--- src/rtl/flaf_pkg.sv ---
`default_nettype none
// ============================================================================
//  Module      : flaf_pkg
//  Description : Shared widths and types for the HBO-TFLAF log-domain datapath.
//  Revision    : 1.0  initial release
// ============================================================================
package flaf_pkg;

   localparam int LOG_W   = 18;              // log-domain word width
   localparam int LIN_W   = 19;              // linear result width, (1,18) unsigned
   localparam int FRAC_W  = 12;              // fractional bits of the log word
   localparam int EXP_W   = LOG_W - FRAC_W;  // integer exponent bits
   localparam int EXP_MIN = -18;             // most negative exponent still representable

   typedef logic signed [LOG_W-1:0] log_word_t;
   typedef logic        [LIN_W-1:0] lin_word_t;

endpackage : flaf_pkg
`default_nettype wire

--- src/rtl/alog18.sv ---
`default_nettype none
// ============================================================================
//  Module      : alog18
//  Description : Combinational antilog converter. Maps an 18-bit signed
//                log-domain word to a 19-bit (1,18) linear value. Exponents
//                above 0 or below EXP_MIN give 0 with the zero flag set.
//  Revision    : 1.0  initial release
// ============================================================================
module alog18
   import flaf_pkg::*;
(
   input  log_word_t din,
   output lin_word_t dout,
   output logic      zero
);

   localparam logic signed [EXP_W-1:0] E_MIN = EXP_W'(EXP_MIN);

   logic signed [EXP_W-1:0] e;
   logic        [EXP_W-1:0] neg_e;
   logic        [LIN_W-1:0] mant;
   logic                    in_range;

   // Align {1,frac} to the (1,18) output format, then shift right by -E.
   always_comb begin
      e        = din[LOG_W-1:FRAC_W];
      neg_e    = -e;
      mant     = {1'b1, din[FRAC_W-1:0], {(LIN_W-1-FRAC_W){1'b0}}};
      in_range = (e[EXP_W-1] || (e == '0)) && (e >= E_MIN);
      dout     = in_range ? (mant >> neg_e) : '0;
      zero     = !in_range;
   end

endmodule : alog18
`default_nettype wire

--- src/rtl/alog_share_arb.sv ---
`default_nettype none
// ============================================================================
//  Module      : alog_share_arb
//  Description : Round-robin scheduler sharing one antilog converter between
//                NREQ requesters. One grant per cycle into a two-stage
//                registered pipeline with full backpressure; results are
//                tagged with the originating requester index.
//  Revision    : 1.0  initial release
// ============================================================================
module alog_share_arb
   import flaf_pkg::*;
#(
   parameter  int NREQ = 4,
   localparam int IDW  = $clog2(NREQ)
)
(
   input  logic                  clk,
   input  logic                  rst,
   input  logic [NREQ-1:0]       req_valid,
   input  logic [NREQ*LOG_W-1:0] req_data,
   output logic [NREQ-1:0]       req_ready,
   output logic                  out_valid,
   input  logic                  out_ready,
   output logic [LIN_W-1:0]      out_data,
   output logic [IDW-1:0]        out_id,
   output logic                  out_zero,
   output logic                  busy
);

   log_word_t      req_word [NREQ];

   logic [IDW-1:0] ptr;
   logic           grant_vld;
   logic [IDW-1:0] grant_id;
   logic           advance;
   logic           s1_load;
   logic           accept;

   logic           s1_valid;
   log_word_t      s1_data;
   logic [IDW-1:0] s1_id;

   lin_word_t      alog_res;
   logic           alog_zero;

   logic           s2_valid;
   lin_word_t      s2_data;
   logic [IDW-1:0] s2_id;
   logic           s2_zero;

   for (genvar i = 0; i < NREQ; i++) begin : g_unpack
      assign req_word[i] = req_data[i*LOG_W +: LOG_W];
   end

   // Round-robin search: first valid requester starting at ptr, wrapping.
   always_comb begin
      int idx;
      idx       = 0;
      grant_vld = 1'b0;
      grant_id  = '0;
      for (int off = 0; off < NREQ; off++) begin
         idx = int'(ptr) + off;
         if (idx >= NREQ) idx = idx - NREQ;
         if (!grant_vld && req_valid[IDW'(idx)]) begin
            grant_vld = 1'b1;
            grant_id  = IDW'(idx);
         end
      end
   end

   // Stage 2 moves when it is empty or being drained; stage 1 may also fill
   // into an empty slot while stage 2 is stalled.
   assign advance   = !s2_valid || out_ready;
   assign s1_load   = !s1_valid || advance;
   assign accept    = grant_vld && s1_load && !rst;
   assign req_ready = accept ? (NREQ'(1) << grant_id) : '0;

   // Pointer moves just past the requester that was actually taken.
   always_ff @(posedge clk) begin
      if (rst) begin
         ptr <= '0;
      end else if (accept) begin
         ptr <= (grant_id == IDW'(NREQ-1)) ? '0 : grant_id + 1'b1;
      end
   end

   // Stage 1: captures the granted word and its requester index.
   always_ff @(posedge clk) begin
      if (rst) begin
         s1_valid <= 1'b0;
         s1_data  <= '0;
         s1_id    <= '0;
      end else if (s1_load) begin
         s1_valid <= grant_vld;
         if (grant_vld) begin
            s1_data <= req_word[grant_id];
            s1_id   <= grant_id;
         end
      end
   end

   alog18 u_alog18 (
      .din  (s1_data),
      .dout (alog_res),
      .zero (alog_zero)
   );

   // Stage 2: registers the converted value; holds while the consumer stalls.
   always_ff @(posedge clk) begin
      if (rst) begin
         s2_valid <= 1'b0;
         s2_data  <= '0;
         s2_id    <= '0;
         s2_zero  <= 1'b0;
      end else if (advance) begin
         s2_valid <= s1_valid;
         if (s1_valid) begin
            s2_data <= alog_res;
            s2_id   <= s1_id;
            s2_zero <= alog_zero;
         end
      end
   end

   assign out_valid = s2_valid;
   assign out_data  = s2_data;
   assign out_id    = s2_id;
   assign out_zero  = s2_zero;
   assign busy      = s1_valid || s2_valid;

endmodule : alog_share_arb
`default_nettype wire

--- config.mk ---
export PLATFORM = sky130hd
export DESIGN_NAME = alog_share_arb
export DESIGN_NICKNAME = d
export VERILOG_FILES = /design/src/rtl/flaf_pkg.sv /design/src/rtl/alog18.sv /design/src/rtl/alog_share_arb.sv
export SDC_FILE = /design/constraint.sdc
export NUM_CORES = 1
export LEC_CHECK = 0
export CAP_MARGIN = 20
export CORE_MARGIN = 2
export CORE_UTILIZATION = 51
export CTS_BUF_LIST = sky130_fd_sc_hd__clkbuf_8
export CTS_CLUSTER_SIZE = 25
export DETAILED_ROUTE_END_ITERATION = 16
export PLACE_DENSITY_LB_ADDON = 0.2
export RECOVER_POWER = 25
export SLEW_MARGIN = 20
export SYNTH_ARGS = -nofsm -noshare
export SYNTH_HDL_FRONTEND = slang
export SYNTH_HIERARCHICAL = 1
export SYNTH_SLANG_ARGS = --single-unit
--- constraint.sdc ---
create_clock -name clk -period 7.55 [get_ports clk]
set_input_delay 1.1325 -clock clk [delete_from_list [all_inputs] [get_ports clk]]
set_output_delay 1.1325 -clock clk [all_outputs]
set_load 0.02 [all_outputs]
Word level (Yosys, flattened, before mapping) --
Cells that the tools add are included.
Word-level totals: flip-flop bits (word level) 46, input bits 79, output and inout bits 28, word-level logic and storage cells 81
Cells by class: add/sub/neg operators 9, $lt $le $gt $ge 10, eq/ne operators 1, shift operators 2, multiplexer cells 30, bitwise gates (word level) 1, reduce and logical (&&, ||, !) cells 20
Operator list (count):
- binary-select mux 18 bit (select 2 bit) | 1
- 2-to-1 mux 18 bit | 2
- 2-to-1 mux 19 bit | 1
- >> shifter 19 x 6 -> 19 bit | 1
- 2-to-1 mux 2 bit | 9
- < comparator 2 x 4 -> 1 bit (second input constant) | 4
- >= comparator 3 bit (second input constant) | 4
- 2-to-1 mux 1 bit | 12
- binary-select mux 1 bit (select 2 bit) | 4
- subtractor 2 x 1 -> 2 bit (second input constant) | 4
- logical NOT 1 bit | 7
- adder 2 x 2 -> 3 bit (second input constant) | 2
- >= comparator 6 bit (second input constant) | 1
- logical AND 1 bit | 6
- logical NOT 6 bit | 1
- negator 6 bit | 1
- logical OR 1 bit | 4
- 2-to-1 mux 4 bit | 1
- AND reduction 2 bit | 2
- << shifter 1 x 2 -> 4 bit (first input constant) | 1
- adder 2 x 1 -> 3 bit (second input constant) | 1
- >= comparator 2 x 3 -> 1 bit (second input constant) | 1
- NOT 2 -> 3 bit | 1
- adder 2 x 1 -> 2 bit (second input constant) | 1
- == test 2 bit (second input constant) | 1

Logic depth before layout (Yosys ltp) --
Gate-level depths: netlist of the first run.
depth after elaboration 19, depth in mapped cells 13, mapped depth without buffers 9

By module --
Netlist of the first run, hierarchy kept.
Modules (own cells, without submodules):
- alog_share_arb | times used 1, cells an instance 239, area an instance 2142.1 µm², seq. area each 920.9 µm²
- alog18 | times used 1, cells an instance 123, area an instance 1037.2 µm², seq. area each 0.0 µm²

Worst setup path before layout of the first run --
No wires, ideal clock.
kind in2out, start point input port out_ready, end point output port req_ready[0], data arrival time 2.419 ns, data required time 6.418 ns, path slack 3.998 ns, stages 5, path buffers 1, cell sequence nor2b_1 > a21oi_2 > or3b_1 > clkbuf_1 > nor2_1
Between the ends: longest elaborated chain between the ends 5
RTL lines:
- start: declaration | line alog_share_arb.sv:23 | input logic out_ready,
- logical OR 1 bit | line alog_share_arb.sv:73 | assign advance = !s2_valid || out_ready;
- logical OR 1 bit | line alog_share_arb.sv:74 | assign s1_load = !s1_valid || advance;
- logical AND 1 bit (2 in series) | line alog_share_arb.sv:75 | assign accept = grant_vld && s1_load && !rst;
- 2-to-1 mux 4 bit | line alog_share_arb.sv:76 | assign req_ready = accept ? (NREQ'(1) << grant_id) : '0;
- end: declaration | line alog_share_arb.sv:21 | output logic [NREQ-1:0] req_ready,
Every way passes these cells.

Worst setup path after layout of the first run --
start point input port rst, end point output port req_ready[3]
Between the ends: longest elaborated chain between the ends 3
RTL lines:
- start: declaration | line alog_share_arb.sv:18 | input logic rst,
- logical NOT 1 bit | line alog_share_arb.sv:75
- logical AND 1 bit | line alog_share_arb.sv:75
- 2-to-1 mux 4 bit | line alog_share_arb.sv:76
Every way passes these cells.

==> reports/metrics.yaml, run 1 <==
drt_wl_total_um: 7650
path_max_fanout: 31
final_antenna_net_count: 0
synthCells: 362
post-cts-setup-buffer-count: 0
peakVddDrop_mv: 0.150
min_delay_path_depth: 2
synth_warnings: 6
path_buf_inv: 2
grt_pass1_wl_um: 12600
core-area_um2: 5960
min-delay-path-class: "reg -> reg"
r2r_setup_slack_ns: 4.37
viasPerCell: 5.81
cp.arrival_ns: 3.76
cts_inserted_buffers: 5
drcViolationCount: 0
grt_max_degree: 43
rr_worst_depth: 8
finalSetupViolCount: 0
dpl.hpwl_um: 5880
fp.dieW_um: 83.0
preCtsSetupSlack_ns: 2.57
worstMarginPinSlew_ns: 1.03
fill_cells: 480
gp_congestion: 0.908
antenna_found_initial: 0
grt_setup_unrepaired: "no"
yosysMostFrequentCell: "nand2_1"
clkLatencyLatePin_ns: 0.30
setup_slack_ns: 2.66
cts_buffer_depth: 2
die_area_um2: 6880
synthTopCellsByCount: "71 x nand2_1, 46 x dfxtp_1, 44 x mux2i_1, 31 x a21oi_1, 19 x o221ai_1"
worstHoldStart: "out_data[10]"
clock-sinks: 46
leakagePower_nw: 1.59
cts-root-buf: "clkbuf_8"
placed_cells: 519
relSlewSlack_pct: 31.1
synth_seq_cells: 46
hold_slack_ns: 0.454
drtIter0Drc: 161
power_mw: 1.01
cts_tree: "done"
cp_cell_sequence: "dlygate4sd3_1 -> nand3b_1 -> nor2_1 -> clkdlybuf4s50_1"
worstReg2RegEnd: "out_data[6]"
synth_area_um2: 3180
hold_viol_final: 0
grt_pass1_vias: 2740
fin_nets: 533
clock_skew_ns: 0.00601
syn_avg_cell_area_um2: 8.78
clk_pin_slew_ns: 0.09
critical-path-top-delay-family: "buffers and inverters"
min_period_over_period_pct: 64.8
drive_above_1_share_pct: 9.07
antennaDiodeCount: 0
synth-main-ff-cell: "dfxtp_1"
cts_hold_buf: 0
synth.area.top_cells: "dfxtp_1 29%, mux2i_1 14%, nand2_1 8.4%"
syn-num-nets: 444
worst_setup_path_start_kind: "input port"
globalRouteMet1Util_pct: 29.4
seq_area_frac_synth_pct: 29.0
tns_ns: 0
slowest_delay_ns: 0.90
endpoint_kind: "primary output"
grt.overflow.total: 0
cp.required_ns: 6.42
first_pass_iters: 5
use_met2_pct: 36.2
p_per_area_nw_per_um2: 235
fmax_ghz: 0.205
holdPathEnd: "out_data[10]"
cts_resized: 0
initial_utilization_pct: 53.4
final_max_slew_viol_count: 0
crit_slowest_cell: "dlygate4sd3_1"
critPathKind: "in -> out"
fin_cells: 527
h-tree-depth: 2
synth_cell_type_count: 58
grt.total_usage_pct: 21.6
gr-usage-met3_pct: 3.78
syn_to_final_growth_pct: 35.0
maxCapViolations: 0
wl_per_cell_um: 14.5
outcome: "complete, no violations"
r2r_start: "s1_data[12]"
synth_largest_area_cell: "dfxtp_1"
synth_edf_count: 0
synthArstFlopShare_pct: 0
finalCriticalPeriod_ns: 4.89
port_buffers: 106
die_h_um: 83.0
ios: 107
yosysTopAreaCellShare_pct: 29.0
vias: 3063
row_count: 28
grt-busiest-layer: "met2"
## cells in the final DEF, fill, tap and decap left out, types with 2 or more instances in the layout
| cell | n |
|---|---|
| nand3b_1 | 3 |
| a21oi_1 | 31 |
| mux2i_1 | 44 |
| nor2_2 | 3 |
| or2_2 | 2 |
| inv_1 | 8 |
| or4_4 | 2 |
| nand2b_1 | 4 |
| dlygate4sd3_1 | 17 |
| nand2_1 | 71 |
| nand3_1 | 8 |
| o21ai_0 | 5 |
| ha_1 | 3 |
| mux4_1 | 2 |
| mux4_2 | 7 |
| and3_1 | 3 |
| dfxtp_1 | 45 |
| or3_1 | 2 |
| a21o_1 | 3 |
| o21ai_1 | 2 |
| nor2_1 | 18 |
| a21oi_2 | 3 |
| bufinv_16 | 2 |
| o211ai_1 | 4 |
| clkbuf_8 | 5 |
| nor2b_1 | 6 |
| nor3_1 | 2 |
| o2111ai_1 | 3 |
| a32oi_1 | 2 |
| o221ai_1 | 19 |
| clkdlybuf4s50_1 | 89 |
| nand2_4 | 2 |
| a211oi_1 | 6 |
## sequential cells by signal, indices dropped and copies added (netlist names)
register,count
out_data,19
s1_id,2
ptr,2
out_valid,1
s1_data,18
out_zero,1
out_id,2
s1_valid,1
## area by class of cell
class,instances,area [um2],area share (%)
multi-input combinational,283,2040,47.5
inverter,8,30.0,0.700
tap,75,93.8,2.19
sequential,46,922,21.5
clock buffer,5,68.8,1.60
timing repair buffer,107,1070,24.9
clock inverter,3,68.8,1.60
## cell families after synthesis
family | Yosys count | share of synthesized area (%)
and+or+nand+nor | 135 | 20.8
AOI/OAI and AO/OA | 89 | 20.8
muxes | 54 | 20.8
DFF | 46 | 29.0
buffers and inverters | 33 | 6.89
adders and majority gates | 3 | 1.18
xor gates and xnor gates | 2 | 0.551
## worst reg2reg max path, stage by stage, from the launching register on
cell     delay [ns]
dfxtp_2        0.70
inv_1          0.22
ha_1           0.32
ha_1           0.68
inv_1          0.35
mux4_2         0.50
and2_1         0.16
nand2_1        0.05
a21oi_1        0.05
## how the worst max path moves through the flow
stage / from / slack, ns / to / depth (start not counted)
5_1_grt: rst / 2.47 / req_ready[3] / 4
3_3_place_gp: rst / 2.63 / req_ready[3] / 4
3_5_place_dp: rst / 2.57 / req_ready[3] / 4
6_report: rst / 2.66 / req_ready[3] / 4
4_1_cts: rst / 2.57 / req_ready[3] / 4
2_1_floorplan: out_ready / 4.00 / req_ready[0] / 5
## power by group
part,switching [mW],internal (mW)
sequential,0.0458,0.274
combinational,0.250,0.222
clock,0.0836,0.133
## stage by stage
step                utilization, %  cell area, um2
floorplan                        -            3180
global placement              69.7            4150
detailed placement            69.7            4150
CTS                           72.0            4290
global route                  72.1            4290
finish                        72.1            4290
## layer usage
metal,vias to the layer above,part of all wire (%)
li1,1518,-
met1,1413,44
met2,126,49
met3,6,6.6
met4,0,0.63
met5,-,0
No activity file was read; power rests on OpenSTA's default activity.
==> run 2: changes to the inputs <==
--- a/config.mk
+++ b/config.mk
@@ -7,7 +7,7 @@
 export LEC_CHECK = 0
 export CAP_MARGIN = 20
 export CORE_MARGIN = 2
-export CORE_UTILIZATION = 51
+export CORE_UTILIZATION = 48
 export CTS_BUF_LIST = sky130_fd_sc_hd__clkbuf_8
 export CTS_CLUSTER_SIZE = 25
 export DETAILED_ROUTE_END_ITERATION = 16
==> constraint.sdc (replaced) <==
create_clock -name clk -period 5 [get_ports clk]
set_input_delay 0.75 -clock clk [delete_from_list [all_inputs] [get_ports clk]]
set_output_delay 0.75 -clock clk [all_outputs]
set_load 0.02 [all_outputs]
==> run 2 against run 1 <==
Sequential power is 46% higher. Utilization fell by 5.0 points. Routed wire length is 2.3% higher. Die area rose by 5.9%. Clock power is 9.7% higher. Register-to-register slack worse by 2.2 ns. Critical path type unchanged. Largest power group unchanged.
==> reports/metrics.yaml, run 2 (synthesized netlist as in run 1, its figures left out) <==
switching_share_pct: 40.6
fin_nets: 538
worstMarginPinSlew_ns: 0.756
critPathKind: "in -> out"
final_common_cell: "clkdlybuf4s50_1"
hold_viol_final: 0
min_period_over_period_pct: 81.9
tns_ns: 0
internal_power_mw: 0.855
rr_worst_depth: 8
core-area_um2: 6390
finalCriticalPeriod_ns: 4.09
drcViolationCount: 0
grt_max_degree: 32
drive_above_1_share_pct: 9.63
critical-path-top-delay-family: "buffers and inverters"
clkLatencyLatePin_ns: 0.30
path_buf_inv: 2
holdPathEnd: "out_id[1]"
syn_to_final_growth_pct: 34.7
antennaDiodeCount: 0
preCtsSetupSlack_ns: 1.24
grt_pass1_vias: 2836
row_count: 29
cp.required_ns: 4.25
maxCapViolations: 0
grt.total_usage_pct: 22.0
port_buffers: 106
cts_buffer_depth: 2
fp.dieW_um: 85.4
viasPerCell: 5.65
p_comb_share_pct: 51.1
r2r_start: "s1_data[13]"
cp_cell_sequence: "dlygate4sd3_1 -> nor4_1 -> a21oi_1 -> or3b_1 -> nor2_1 -> clkdlybuf4s50_1"
gp_congestion: 0.933
power_mw: 1.44
fmax_ghz: 0.244
final_max_slew_viol_count: 0
largest_reg_flops: 19
cts_hold_buf: 0
grt.overflow.total: 0
slowest_delay_ns: 0.64
power_switching_mw: 0.585
clk_pin_slew_ns: 0.10
layout_common_cells: "89 x clkdlybuf4s50_1, 71 x nand2_1, 46 x dfxtp_1"
fin_cells: 534
min_delay_path_depth: 2
clock-sinks: 46
final_antenna_net_count: 0
ios: 107
die_area_um2: 7290
grt_setup_unrepaired: "no"
peakVddDrop_mv: 0.183
path_max_fanout: 9
antenna_found_initial: 0
clock_skew_ns: 0.00803
hold_slack_ns: 0.454
fin_area_um2: 4280
min-delay-path-class: "reg -> reg"
worstReg2RegEnd: "out_data[6]"
regArea_um2: 921
worstHoldStart: "out_id[1]"
cts_inserted_buffers: 5
crit_slowest_cell: "dlygate4sd3_1"
wl_per_cell_um: 14.6
relSlewSlack_pct: 49.6
drtIter0Drc: 165
first_pass_iters: 4
initial_utilization_pct: 49.8
die_h_um: 85.4
worst_setup_path_start_kind: "input port"
vias: 3018
clkPwrFrac_pct: 16.5
grt_pass1_wl_um: 13100
multiInputGateArea_um2: 2040
r2r_setup_slack_ns: 2.20
finalSetupViolCount: 0
placed_area_um2: 4190
fill_cells: 558
p_per_area_nw_per_um2: 336
placed_cells: 526
p_seq_share_pct: 32.5
finish.utilization_pct: 67.1
post-cts-setup-buffer-count: 0
cts_resized: 0
drt_wl_total_um: 7820
leakagePower_nw: 1.59
cp.arrival_ns: 3.34
setup_slack_ns: 0.907
h-tree-depth: 2
cts-root-buf: "clkbuf_8"
outcome: "complete, no violations"
dpl.hpwl_um: 6090
endpoint_kind: "primary output"
cts_tree: "done"
==> run 2: worst min-delay path: stages, from the launching register on <==
cell and delay [ns]:
dfxtp_1 0.32, nand2_1 0.05, a21oi_1 0.05
==> run 2: routing by layer <==
layer | vias to the layer above | global-route usage (%) | share of wire [%]
met5 | - | 0 | 0
met4 | 0 | 5.05 | 0.60
met3 | 6 | 3.60 | 5.3
met2 | 113 | 37.0 | 48
met1 | 1376 | 29.7 | 46
li1 | 1523 | - | -
==> run 2: power groups by stage <==
stage                     Combinational [mW]  Sequential (mW)  Clock, mW
after floorplan                        0.569            0.476          0
after global placement                 0.727            0.473          0
after detailed placement               0.733            0.476          0
after CTS                              0.735            0.468      0.242
after global routing                   0.802            0.475      0.256
final                                  0.736            0.467      0.237
==> run 2: area by class of cell <==
class / count / area share [%]
Clock buffer: 5 / 1.61
Clock inverter: 3 / 0.584
Inverter: 8 / 0.701
Multi-Input combinational cell: 283 / 47.5
Sequential cell: 46 / 21.5
Tap cell: 77 / 2.25
Timing Repair Buffer: 112 / 25.8
==> run 2: how the worst max path moves through the flow <==
stage | startpoint | end | cells after the start
2_1_floorplan | out_ready | req_ready[0] | 5
3_3_place_gp | req_valid[1] | req_ready[0] | 6
3_5_place_dp | req_valid[1] | req_ready[0] | 6
4_1_cts | req_valid[1] | req_ready[0] | 6
5_1_grt | req_valid[1] | req_ready[0] | 6
6_report | req_valid[1] | req_ready[0] | 6
==> run 3: changes to the inputs <==
--- a/config.mk
+++ b/config.mk
@@ -7,7 +7,7 @@
 export LEC_CHECK = 0
 export CAP_MARGIN = 20
 export CORE_MARGIN = 2
-export CORE_UTILIZATION = 48
+export CORE_UTILIZATION = 43
 export CTS_BUF_LIST = sky130_fd_sc_hd__clkbuf_8
 export CTS_CLUSTER_SIZE = 25
 export DETAILED_ROUTE_END_ITERATION = 16
==> constraint.sdc (replaced) <==
create_clock -name clk -period 3.5 [get_ports clk]
set_input_delay 0.525 -clock clk [delete_from_list [all_inputs] [get_ports clk]]
set_output_delay 0.525 -clock clk [all_outputs]
set_load 0.02 [all_outputs]
==> run 3 against run 2 <==
Final cell count is 4.7% higher. Flip-flop and latch count stayed put. Setup slack worse by 0.70 ns. Clock power is 38% higher. Clock-buffer cell count stayed put. Non-clock buffer count is 3 higher. Combinational power is 44% higher. Via count is 0.40% lower. Critical endpoint is now req_ready[1]. Register-to-register slack worse by 1.3 ns. First-iteration DRC count is 43% lower. Critical path depth is 1 higher.
==> reports/metrics.yaml, run 3 (synthesized netlist as in run 1, its figures left out) <==
critPathKind: "in -> out"
fin_area_um2: 4330
post-cts-setup-buffer-count: 0
clkLatencyLatePin_ns: 0.30
grt_max_degree: 31
cts_tree: "done"
grt_setup_unrepaired: "no"
drive_above_1_share_pct: 10.4
maxCapViolations: 0
cts_resized: 0
final_antenna_net_count: 0
grt_pass1_vias: 2880
antennaDiodeCount: 0
cts_hold_buf: 0
p_comb_share_pct: 51.4
first_pass_iters: 4
row_count: 31
clock_skew_ns: 0.0123
tns_ns: 0
relSlewSlack_pct: 49.4
cts_buffer_depth: 2
preCtsSetupSlack_ns: 0.199
fin_cells: 559
endpoint_kind: "primary output"
clock-sinks: 46
finalSetupViolCount: 0
p_per_area_nw_per_um2: 473
drtIter0Drc: 94
drcViolationCount: 0
outcome: "complete, no violations"
h-tree-depth: 2
cp.required_ns: 2.97
dpl.hpwl_um: 6530
ios: 107
placed_area_um2: 4240
wl_per_cell_um: 14.5
min-delay-path-class: "reg -> reg"
final_common_cell: "clkdlybuf4s50_1"
clk_pin_slew_ns: 0.09
power_mw: 2.05
viasPerCell: 5.38
grt.overflow.total: 0
hold_viol_final: 0
largest_reg_flops: 19
switching_share_pct: 40.3
placed_cells: 551
fin_nets: 541
cp.arrival_ns: 2.76
vias: 3006
die_area_um2: 8100
finalCriticalPeriod_ns: 3.29
initial_utilization_pct: 44.1
drt_wl_total_um: 8080
clkPwrFrac_pct: 16.0
internal_power_mw: 1.22
final_max_slew_viol_count: 0
fmax_ghz: 0.304
min_period_over_period_pct: 94.0
antenna_found_initial: 0
cts-root-buf: "clkbuf_8"
path_max_fanout: 6
cts_inserted_buffers: 5
power_switching_mw: 0.827
syn_to_final_growth_pct: 36.3
layout_common_cells: "89 x clkdlybuf4s50_1, 71 x nand2_1, 46 x dfxtp_1"
worst_setup_path_start_kind: "input port"
worstMarginPinSlew_ns: 0.759
setup_slack_ns: 0.211
p_seq_share_pct: 32.6
die_h_um: 90.0
gp_congestion: 0.868
grt_pass1_wl_um: 14000
leakagePower_nw: 1.61
port_buffers: 106
fp.dieW_um: 90.0
peakVddDrop_mv: 0.197
core-area_um2: 7210
grt.total_usage_pct: 20.7
-- run 3: changes by cell type in the layout (fill, tap and decap cells not counted) --
cell,previous run,this run
inv_6,1,0
a21oi_2,2,3
clkinv_2,0,1
a21oi_1,32,31
buf_4,6,9
-- run 3: layout make-up --
class,instances,area (um2)
Fill cell,662,2880
Multi-Input combinational cell,283,2040
Timing Repair Buffer,115,1130
Sequential cell,46,921
Tap cell,99,124
Clock buffer,5,68.8
Inverter,8,30.0
Clock inverter,3,21.3
-- run 3: per-stage QoR --
step	utilization, %	hold WS (ns)
floorplan	-	0.431
global placement	58.8	0.442
detailed placement	58.8	0.446
CTS	60.1	0.459
global route	60.1	0.471
finish	60.1	0.455
-- run 3: critical path, stage by stage --
cell	delay (ns)
dlygate4sd3_1	0.64
a21o_1	0.11
a21oi_1	0.06
o22a_1	0.25
or3b_1	0.45
nor2_1	0.12
clkdlybuf4s50_1	0.61
-- run 3: final timing paths --
| path | from | end | slack (ns) | cells past startpoint |
|---|---|---|---|---|
| worst max-delay path | req_valid[1] | req_ready[1] | 0.21 | 7 |
| worst min-delay path | out_data[16] | out_data[16] | 0.45 | 2 |
| worst max register to register | s1_data[13] | out_data[6] | 0.90 | 8 |
| worst min register to register | out_data[16] | out_data[16] | 0.45 | 2 |
-- run 3: power by group through the flow --
stage	Sequential [mW]	Combinational, mW	Clock (mW)
global placement	0.678	1.05	0
finish	0.669	1.06	0.327
detailed placement	0.682	1.06	0
CTS	0.669	1.06	0.336
global route	0.684	1.16	0.354
floorplan	0.680	0.813	0
-- run 3: metal layers --
metal | vias to the layer above | share of wire (%) | routed length, um | GRT usage [%]
met5 | - | 0 | 0 | 0
met4 | 0 | 1.1 | 91 | 4.62
met3 | 8 | 4.8 | 386 | 3.69
met2 | 88 | 48 | 3910 | 34.9
met1 | 1382 | 46 | 3690 | 27.8
li1 | 1528 | - | - | -
